===== src/rtl/imem_loader.sv =====
// imem_loader: boot-time loader for the instruction memory.
// Receives a length-prefixed, XOR-checksummed byte stream over a valid/ready
// link, assembles little-endian 32-bit words, writes them to the instruction
// memory and releases the core reset only after the checksum matches.
//
// Handshake: a byte transfers on a rising clk edge where rx_valid && rx_ready.
// rx_ready is a pure decode of the state register (high in HDR0, HDR1, DATA
// and CSUM) and never depends on rx_valid.
module imem_loader #(
  parameter int unsigned DEPTH_WORDS    = 256,
  parameter logic [31:0] BASE_ADDR      = 32'h0000_0000,
  parameter int unsigned TIMEOUT_CYCLES = 1000000
) (
  input  logic        clk,
  input  logic        reset,
  input  logic        start,
  input  logic [7:0]  rx_data,
  input  logic        rx_valid,
  output logic        rx_ready,
  output logic        imem_we,
  output logic [31:0] imem_addr,
  output logic [31:0] imem_wdata,
  output logic        cpu_resetn,
  output logic        busy,
  output logic        done,
  output logic        error,
  output logic [1:0]  error_code
);

  localparam int TW = $clog2(TIMEOUT_CYCLES + 1);
  localparam logic [TW-1:0] IDLE_LIMIT = TW'(TIMEOUT_CYCLES - 1);

  typedef enum logic [2:0] {
    ST_IDLE  = 3'd0,
    ST_HDR0  = 3'd1,
    ST_HDR1  = 3'd2,
    ST_DATA  = 3'd3,
    ST_CSUM  = 3'd4,
    ST_DONE  = 3'd5,
    ST_ERROR = 3'd6
  } state_t;

  state_t        state_q, state_d;
  logic [1:0]    code_q, code_d;
  logic [7:0]    n_lo_q;
  logic [15:0]   n_q;
  logic [15:0]   idx_q;
  logic [1:0]    lane_q;
  logic [23:0]   asm_q;
  logic [7:0]    csum_q;
  logic [TW-1:0] idle_q;

  logic          accept;
  logic          arm;
  logic          counting;
  logic          timeout_hit;
  logic [15:0]   n_hdr;
  logic          len_bad;
  logic          last_word;

  // Status decodes of the state register
  assign rx_ready   = (state_q == ST_HDR0) || (state_q == ST_HDR1) ||
                      (state_q == ST_DATA) || (state_q == ST_CSUM);
  assign busy       = rx_ready;
  assign done       = (state_q == ST_DONE);
  assign error      = (state_q == ST_ERROR);
  assign cpu_resetn = (state_q == ST_DONE);
  assign error_code = code_q;

  assign accept      = rx_valid && rx_ready;
  // A start pulse is only honoured while no load is in progress
  assign arm         = start && !busy;
  // HDR0 is excluded so a host may wait indefinitely before sending a header
  assign counting    = (state_q == ST_HDR1) || (state_q == ST_DATA) ||
                       (state_q == ST_CSUM);
  assign timeout_hit = counting && (idle_q == IDLE_LIMIT);
  assign n_hdr       = {rx_data, n_lo_q};
  assign len_bad     = (n_hdr == 16'd0) || ({16'd0, n_hdr} > 32'(DEPTH_WORDS));
  assign last_word   = (idx_q == (n_q - 16'd1));

  // Next-state and error-code selection; an accepted byte beats a timeout
  always_comb begin
    state_d = state_q;
    code_d  = code_q;
    case (state_q)
      ST_IDLE, ST_DONE, ST_ERROR: begin
        if (arm) begin
          state_d = ST_HDR0;
          code_d  = 2'b00;
        end
      end
      ST_HDR0: begin
        if (accept) state_d = ST_HDR1;
      end
      ST_HDR1: begin
        if (accept) begin
          if (len_bad) begin
            state_d = ST_ERROR;
            code_d  = 2'b01;
          end else begin
            state_d = ST_DATA;
          end
        end else if (timeout_hit) begin
          state_d = ST_ERROR;
          code_d  = 2'b11;
        end
      end
      ST_DATA: begin
        if (accept) begin
          if ((lane_q == 2'd3) && last_word) state_d = ST_CSUM;
        end else if (timeout_hit) begin
          state_d = ST_ERROR;
          code_d  = 2'b11;
        end
      end
      ST_CSUM: begin
        if (accept) begin
          if (rx_data == csum_q) begin
            state_d = ST_DONE;
          end else begin
            state_d = ST_ERROR;
            code_d  = 2'b10;
          end
        end else if (timeout_hit) begin
          state_d = ST_ERROR;
          code_d  = 2'b11;
        end
      end
      default: begin
        state_d = ST_IDLE;
        code_d  = 2'b00;
      end
    endcase
  end

  // State and error-code registers
  always_ff @(posedge clk or posedge reset) begin
    if (reset) begin
      state_q <= ST_IDLE;
      code_q  <= 2'b00;
    end else begin
      state_q <= state_d;
      code_q  <= code_d;
    end
  end

  // Idle counter: cleared on arm, in HDR0 and on every accepted byte
  always_ff @(posedge clk or posedge reset) begin
    if (reset) begin
      idle_q <= '0;
    end else if (arm || accept || (state_q == ST_HDR0)) begin
      idle_q <= '0;
    end else if (counting) begin
      idle_q <= idle_q + 1'b1;
    end
  end

  // Header capture, word assembly, checksum and memory write port
  always_ff @(posedge clk or posedge reset) begin
    if (reset) begin
      n_lo_q     <= 8'd0;
      n_q        <= 16'd0;
      idx_q      <= 16'd0;
      lane_q     <= 2'd0;
      asm_q      <= 24'd0;
      csum_q     <= 8'd0;
      imem_we    <= 1'b0;
      imem_addr  <= BASE_ADDR;
      imem_wdata <= 32'd0;
    end else begin
      imem_we <= 1'b0;
      if (arm) begin
        idx_q  <= 16'd0;
        lane_q <= 2'd0;
        csum_q <= 8'd0;
      end
      if (accept && (state_q == ST_HDR0)) n_lo_q <= rx_data;
      if (accept && (state_q == ST_HDR1)) n_q <= n_hdr;
      if (accept && (state_q == ST_DATA)) begin
        csum_q <= csum_q ^ rx_data;
        lane_q <= lane_q + 2'd1;
        case (lane_q)
          2'd0: asm_q[7:0]   <= rx_data;
          2'd1: asm_q[15:8]  <= rx_data;
          2'd2: asm_q[23:16] <= rx_data;
          default: begin
            imem_we    <= 1'b1;
            imem_wdata <= {rx_data, asm_q};
            imem_addr  <= BASE_ADDR + {14'd0, idx_q, 2'b00};
            idx_q      <= idx_q + 16'd1;
          end
        endcase
      end
    end
  end

endmodule


===== config.mk =====
export PLATFORM = sky130hd
export DESIGN_NAME = imem_loader
export DESIGN_NICKNAME = d
export VERILOG_FILES = /design/src/rtl/imem_loader.sv
export SDC_FILE = /design/constraint.sdc
export NUM_CORES = 1
export LEC_CHECK = 0
export CORE_UTILIZATION = 63
export CTS_BUF_LIST = sky130_fd_sc_hd__clkbuf_4
export DETAILED_ROUTE_END_ITERATION = 10
export PLACE_DENSITY = 0.87
export SYNTH_ARGS = -nofsm -noshare
export SYNTH_HDL_FRONTEND = slang
export SYNTH_SLANG_ARGS = --single-unit

===== constraint.sdc =====
create_clock -name clk -period 7.8 [get_ports clk]
set_clock_uncertainty 0.1 [all_clocks]
set_input_delay 1.56 -clock clk [delete_from_list [all_inputs] [get_ports clk]]
set_output_delay 1.56 -clock clk [all_outputs]
set_load 0.005 [all_outputs]

### Yosys cells after proc, flatten, opt, wreduce, memory -nomap -nowiden

Index checks and enable logic that the tools add are counted.

| word-level totals | value |
|---|---|
| register bits | 148 |
| bits of input ports | 12 |
| output and inout bits | 72 |

| cells by class | value |
|---|---|
| $add $sub $neg | 4 |
| order comparisons | 1 |
| bitwise operators | 3 |
| multiplexer cells | 28 |
| reduce and logical (&&, ||, !) cells | 29 |
| eq/ne operators | 18 |

Operator list:

| operator | number |
|---|---|
| two-way mux 16 bit | 3 |
| two-way mux 20 bit | 2 |
| two-way mux 3 bit | 8 |
| adder 20 x 1 -> 20 bit (second input constant) | 1 |
| == test 20 bit (second input constant) | 1 |
| two-way mux 2 bit | 9 |
| adder 16 x 1 -> 16 bit (second input constant) | 1 |
| == test 16 bit | 1 |
| > comparator 16 x 9 -> 1 bit (second input constant) | 1 |
| zero test 16 bit | 1 |
| two-way mux 8 bit | 2 |
| subtractor 16 x 1 -> 16 bit (second input constant) | 1 |
| case mux 3 bit (5 select lines) | 1 |
| case mux 2 bit (5 select lines) | 1 |
| == test 3 bit (second input constant) | 3 |
| == test 8 bit | 1 |
| logical OR 1 bit | 8 |
| AND reduction 2 bit | 4 |
| bitwise XOR 8 bit | 1 |
| logical AND 1 bit | 7 |
| == test 3 x 2 -> 1 bit (second input constant) | 2 |
| != test 2 bit (second input constant) | 3 |
| != test 3 bit (second input constant) | 2 |
| OR reduction 3 bit | 2 |
| 13 further kinds | 17 |

### Longest topological paths before layout

| logic depth | value |
|---|---|
| depth in word-level cells | 9 |
| depth in mapped cells | 9 |
| depth with buffers taken out | 8 |

### Least setup slack after synthesis

Ideal clock, no wire load.

| timing | value |
|---|---|
| path kind | input to register |
| from | input rx_data[6] |
| to | register code_q[0], in the netlist error_code[0] |
| stages | 7 |
| arrival time | 3.331 ns |
| library setup time | 0.121 ns |
| path slack | 4.248 ns |
| cell sequence | clkbuf_1 -> or4_1 -> nor4_1 -> nand4b_1 -> o2bb2a_1 -> o221a_2 -> o22a_1 |

| on the way | value |
|---|---|
| word-level cells in the longest chain between the ends | 4 |

RTL lines:

| item | RTL line | source |
|---|---|---|
| start, declared | 17 | `input logic [7:0] rx_data,` |
| > comparator 16 x 9 -> 1 bit or zero test 16 bit (tied branches) | 78 | `assign len_bad = (n_hdr == 16'd0) \|\| ({16'd0, n_hdr} > 32'(DEPTH_WORDS));` |
| logical OR 1 bit | 78 |  |
| != test 3 bit (no source line) | -- |  |
| AND reduction 5 bit (no source line) * | -- |  |
| end signal, assigned | 143 | `code_q <= code_d;` |
| end, declared | 44 | `logic [1:0] code_q, code_d;` |

Every way passes the cells marked *; elsewhere a longest branch is shown, timed or not.
A chain may end at the register's enable or synchronous reset.

### Worst setup path in the final report

| timing | value |
|---|---|
| from | register state_q[0] |
| to | output busy |

| on the way | value |
|---|---|
| word-level cells in the longest chain between the ends | 4 |

RTL lines:

| item | RTL line | source |
|---|---|---|
| start, declared | 43 | `state_t state_q, state_d;` |
| start signal, assigned | 142 | `state_q <= state_d;` |
| == test 3 x 1 -> 1 bit or == test 3 x 2 -> 1 bit (tied branches) | 62 | `assign rx_ready = (state_q == ST_HDR0) \|\| (state_q == ST_HDR1) \|\|` |
| logical OR 1 bit (2 in series) | 62 |  |
| logical OR 1 bit * | 63 | `(state_q == ST_DATA) \|\| (state_q == ST_CSUM);` |
| end, declared | 24 | `output logic busy,` |

Marked as above.

==> metrics.txt <==
CTS tree yes; Placer Congestion between 0.9 and 1; Synth-to-Final Area Change 13.7%; endpoint kind of the worst setup timing path output port; mux share of post-synthesis cell area between 10 and 15%; Sequential cell area between 3000 and 4000 um^2; final count of pins violating max slew 0; met1 wire length around 6.7 mm; vias post-DR approximately 5400; most repeated cell in the gate-level netlist after synthesis sky130_fd_sc_hd__dfrtp_1; Clock Pin Slew Worst Setup and Hold Paths 130 ps; CP Class register to output port; Root Driver sky130_fd_sc_hd__clkbuf_4; hold endpoint imem_wdata[18]; HPWL Detailed roughly 10 mm; routed length per instance approximately 17 um; clock net sink count 148; CP Launch Type register; H-tree levels 4; synthesized-area fraction occupied by xor and xnor cells under 10%; number of failing hold endpoints at the final stage 0; wire length of the first global-routing pass about 26 mm; cell type with the highest aggregate area in the netlist sky130_fd_sc_hd__dfrtp_1; DIE HEIGHT about 110 um; Tightest Pin Transition 1150 ps; global-route total usage across every layer between 20% and 30%; arithmetic-cell share of the synthesized area counting full adders, half adders and majority gates about 1.5%; max cap viols 0; Clock Latency Late Sink roughly 570 ps; Reg-to-Reg Start state_q[0]; Iter 0 DRT Violations 381; static leakage 3.73 nW; top area cells in the synthesized netlist sky130_fd_sc_hd__dfrtp_1 (52%), sky130_fd_sc_hd__mux2_2 (10%), sky130_fd_sc_hd__nand2_1 (6.4%); Synth async-reset ratio 100%; hold-fix buffers at CTS 0; Bufs on Longest Clock Path 2; post-synthesis register bit count ~150; first-pass iteration count of the detailed router 8; Die Area between 10000 and 15000 um^2; final period demand of the worst path approximately 4300 ps; setup repair bufs after CTS 0; detailed-route wire length between 15 and 20 mm; Max-Slew Margin vs Limit 22.8%; number of antenna diodes 0; CTS Buf Count 17; I/O Pins 84; total power divided by cell area 291 nW/um^2; setup TNS 0 ps; layout filler cell count 767; total number of yosys warnings 0; area used by multi-input combinational logic about 3200 um^2; post-synthesis sequential area ratio around half; # port buffers 67; worst path setup slack after routing around 3500 ps; worst hold-check path type register to register; Hold Path Cell Cnt 2; portion of synthesized cell area occupied by the leading cell type 51.7%; Resized Gates After CTS 0; largest family of logic cells by synthesized area simple AND/OR/NAND/NOR gates; post-placement worst setup slack 3070 ps; initial antenna violation count 0; reg-to-reg endpoint idx_q[15]; setup-violating endpoint count in the final report 0; primary flip-flop cell chosen by synthesis mapping sky130_fd_sc_hd__dfrtp_1; ratio of final minimum period to clock period about 55%; achievable clock frequency around 230 MHz; metal3 WL roughly 800 um; post-detailed-route DRC marker count 0; pin count of the biggest net entering global routing 86; most frequent cells after synthesis sky130_fd_sc_hd__dfrtp_1 (148), sky130_fd_sc_hd__nand2_1 (123), sky130_fd_sc_hd__mux2_2 (65), sky130_fd_sc_hd__nor2_1 (47), sky130_fd_sc_hd__o21ai_0 (37); number of nets still failing antenna checks after routing 0; run status finished clean; fin nets approximately 770; Routed met2 length 7.85 mm; setup slack of the worst register-to-register path between 4000 and 5000 ps; start point of the worst min-delay path asm_q[18]; simple logic cell fraction of the synthesized area about 17%; area of the core ~11000 um^2; number of distinct standard cells referenced by the synthesized netlist 58; Die Span X 109 um; layout cells sized above 1 14.4%; Overflow after GRT 0; Gate Count Post-Synth between 600 and 700; arrival time reported for the critical path endpoint approximately 2600 ps; effective utilization at floorplan around two thirds; number of global-route vias before repair about 5300; compound-cell area share of the yosys netlist between 7 and 8%; RSZ-0062 raised after global routing no; worst-case vdd ir drop ~0.17 mV; FP Rows 38; critical path required time 6140 ps; synthesized area per cell a little over 10 um^2; number of enable flip-flop cells after synthesis 0; number of cells on the worst reg-to-reg path 7; uppermost signal routing layer after detailed routing met4; via density per instance approximately 6; Cell Area, Synth between 7000 and 8000 um^2; peak fanout along the critical path 18
## registers in the layout, summed over array words and instances (netlist names)
signal,cells
n_lo_q,8
n_q,16
state_q,3
imem_we,1
idle_q,20
imem_addr,16
idx_q,16
error_code,2
asm_q,24
lane_q,2
imem_wdata,32
csum_q,8
## per-stage QoR
| step | area [um^2] | hold WS, ps | utilization, % | std cells | power [mW] |
|---|---|---|---|---|---|
| 2_1_floorplan | 7220 | 333 | - | 709 | 1.62 |
| 3_3_place_gp | 7840 | 348 | 71.7 | 867 | 1.80 |
| 3_5_place_dp | 7840 | 348 | 71.7 | 867 | 1.85 |
| 4_1_cts | 8140 | 379 | 74.5 | 899 | 2.37 |
| 5_1_grt | 8140 | 399 | 74.5 | 899 | 2.50 |
| 6_report | 8140 | 379 | 74.5 | 899 | 2.37 |
## worst max-delay path by stage
| stage | from | to | cells past startpoint |
|---|---|---|---|
| floorplan | reset | asm_q[0] | 1 |
| global placement | rx_valid | idx_q[15] | 8 |
| detailed placement | rx_valid | idx_q[15] | 8 |
| CTS | state_q[0] | busy | 3 |
| global route | state_q[0] | rx_ready | 3 |
| finish | state_q[0] | busy | 3 |
## report_power, final
group | total, mW | internal (mW) | leakage (nW) | switching [mW]
combinational | 0.727 | 0.356 | 1.58 | 0.372
clock | 0.517 | 0.225 | 0.167 | 0.292
sequential | 1.13 | 0.943 | 1.98 | 0.182
total | 2.37 | 1.52 | 3.73 | 0.846
## metal layers
metal | GRT usage, % | vias up
met4 | 11.2 | 0
met5 | 0 | -
met3 | 6.16 | 36
met2 | 46.8 | 173
li1 | - | 2476
met1 | 38.0 | 2689
## layout make-up
type,instances,share of cell area (%)
sequential,148,45.5
multi-input combinational,494,39.3
clock inverter,15,2.20
clock buffer,17,1.57
timing repair buffer,71,8.60
tap,140,2.15
inverter,14,0.707
## critical path, cell delays in order (launching register included)
cell and delay, ps:
sky130_fd_sc_hd__dfrtp_1 720, sky130_fd_sc_hd__nor2_1 230, sky130_fd_sc_hd__xnor2_1 510, sky130_fd_sc_hd__clkdlybuf4s50_1 610
## layout by cell type, fill, tap and decap left out, types with 7 or more instances in the layout
master                            instances
sky130_fd_sc_hd__dfrtp_1                148
sky130_fd_sc_hd__nand2_1                123
sky130_fd_sc_hd__clkdlybuf4s50_1         67
sky130_fd_sc_hd__mux2_2                  65
sky130_fd_sc_hd__nor2_1                  47
sky130_fd_sc_hd__o21ai_0                 37
sky130_fd_sc_hd__xor2_1                  31
sky130_fd_sc_hd__xnor2_1                 20
sky130_fd_sc_hd__nand3_1                 18
sky130_fd_sc_hd__clkbuf_4                17
sky130_fd_sc_hd__conb_1                  16
sky130_fd_sc_hd__nand4_1                 14
sky130_fd_sc_hd__inv_1                   13
sky130_fd_sc_hd__nor4_1                  10
sky130_fd_sc_hd__nor3_1                   8
sky130_fd_sc_hd__or3_1                    8
sky130_fd_sc_hd__a21oi_1                  8
sky130_fd_sc_hd__ha_1                     8
sky130_fd_sc_hd__mux2i_1                  7
## kinds of logic after synthesis
logic type / Yosys count
and+or+nand+nor: 264
DFF: 148
AOI/OAI and AO/OA: 82
muxes: 72
buffers and inverters: 67
xor gates and xnor gates: 51
adders and majority gates: 9
other: 1
Note: power is estimated with default switching activity, not from simulation.
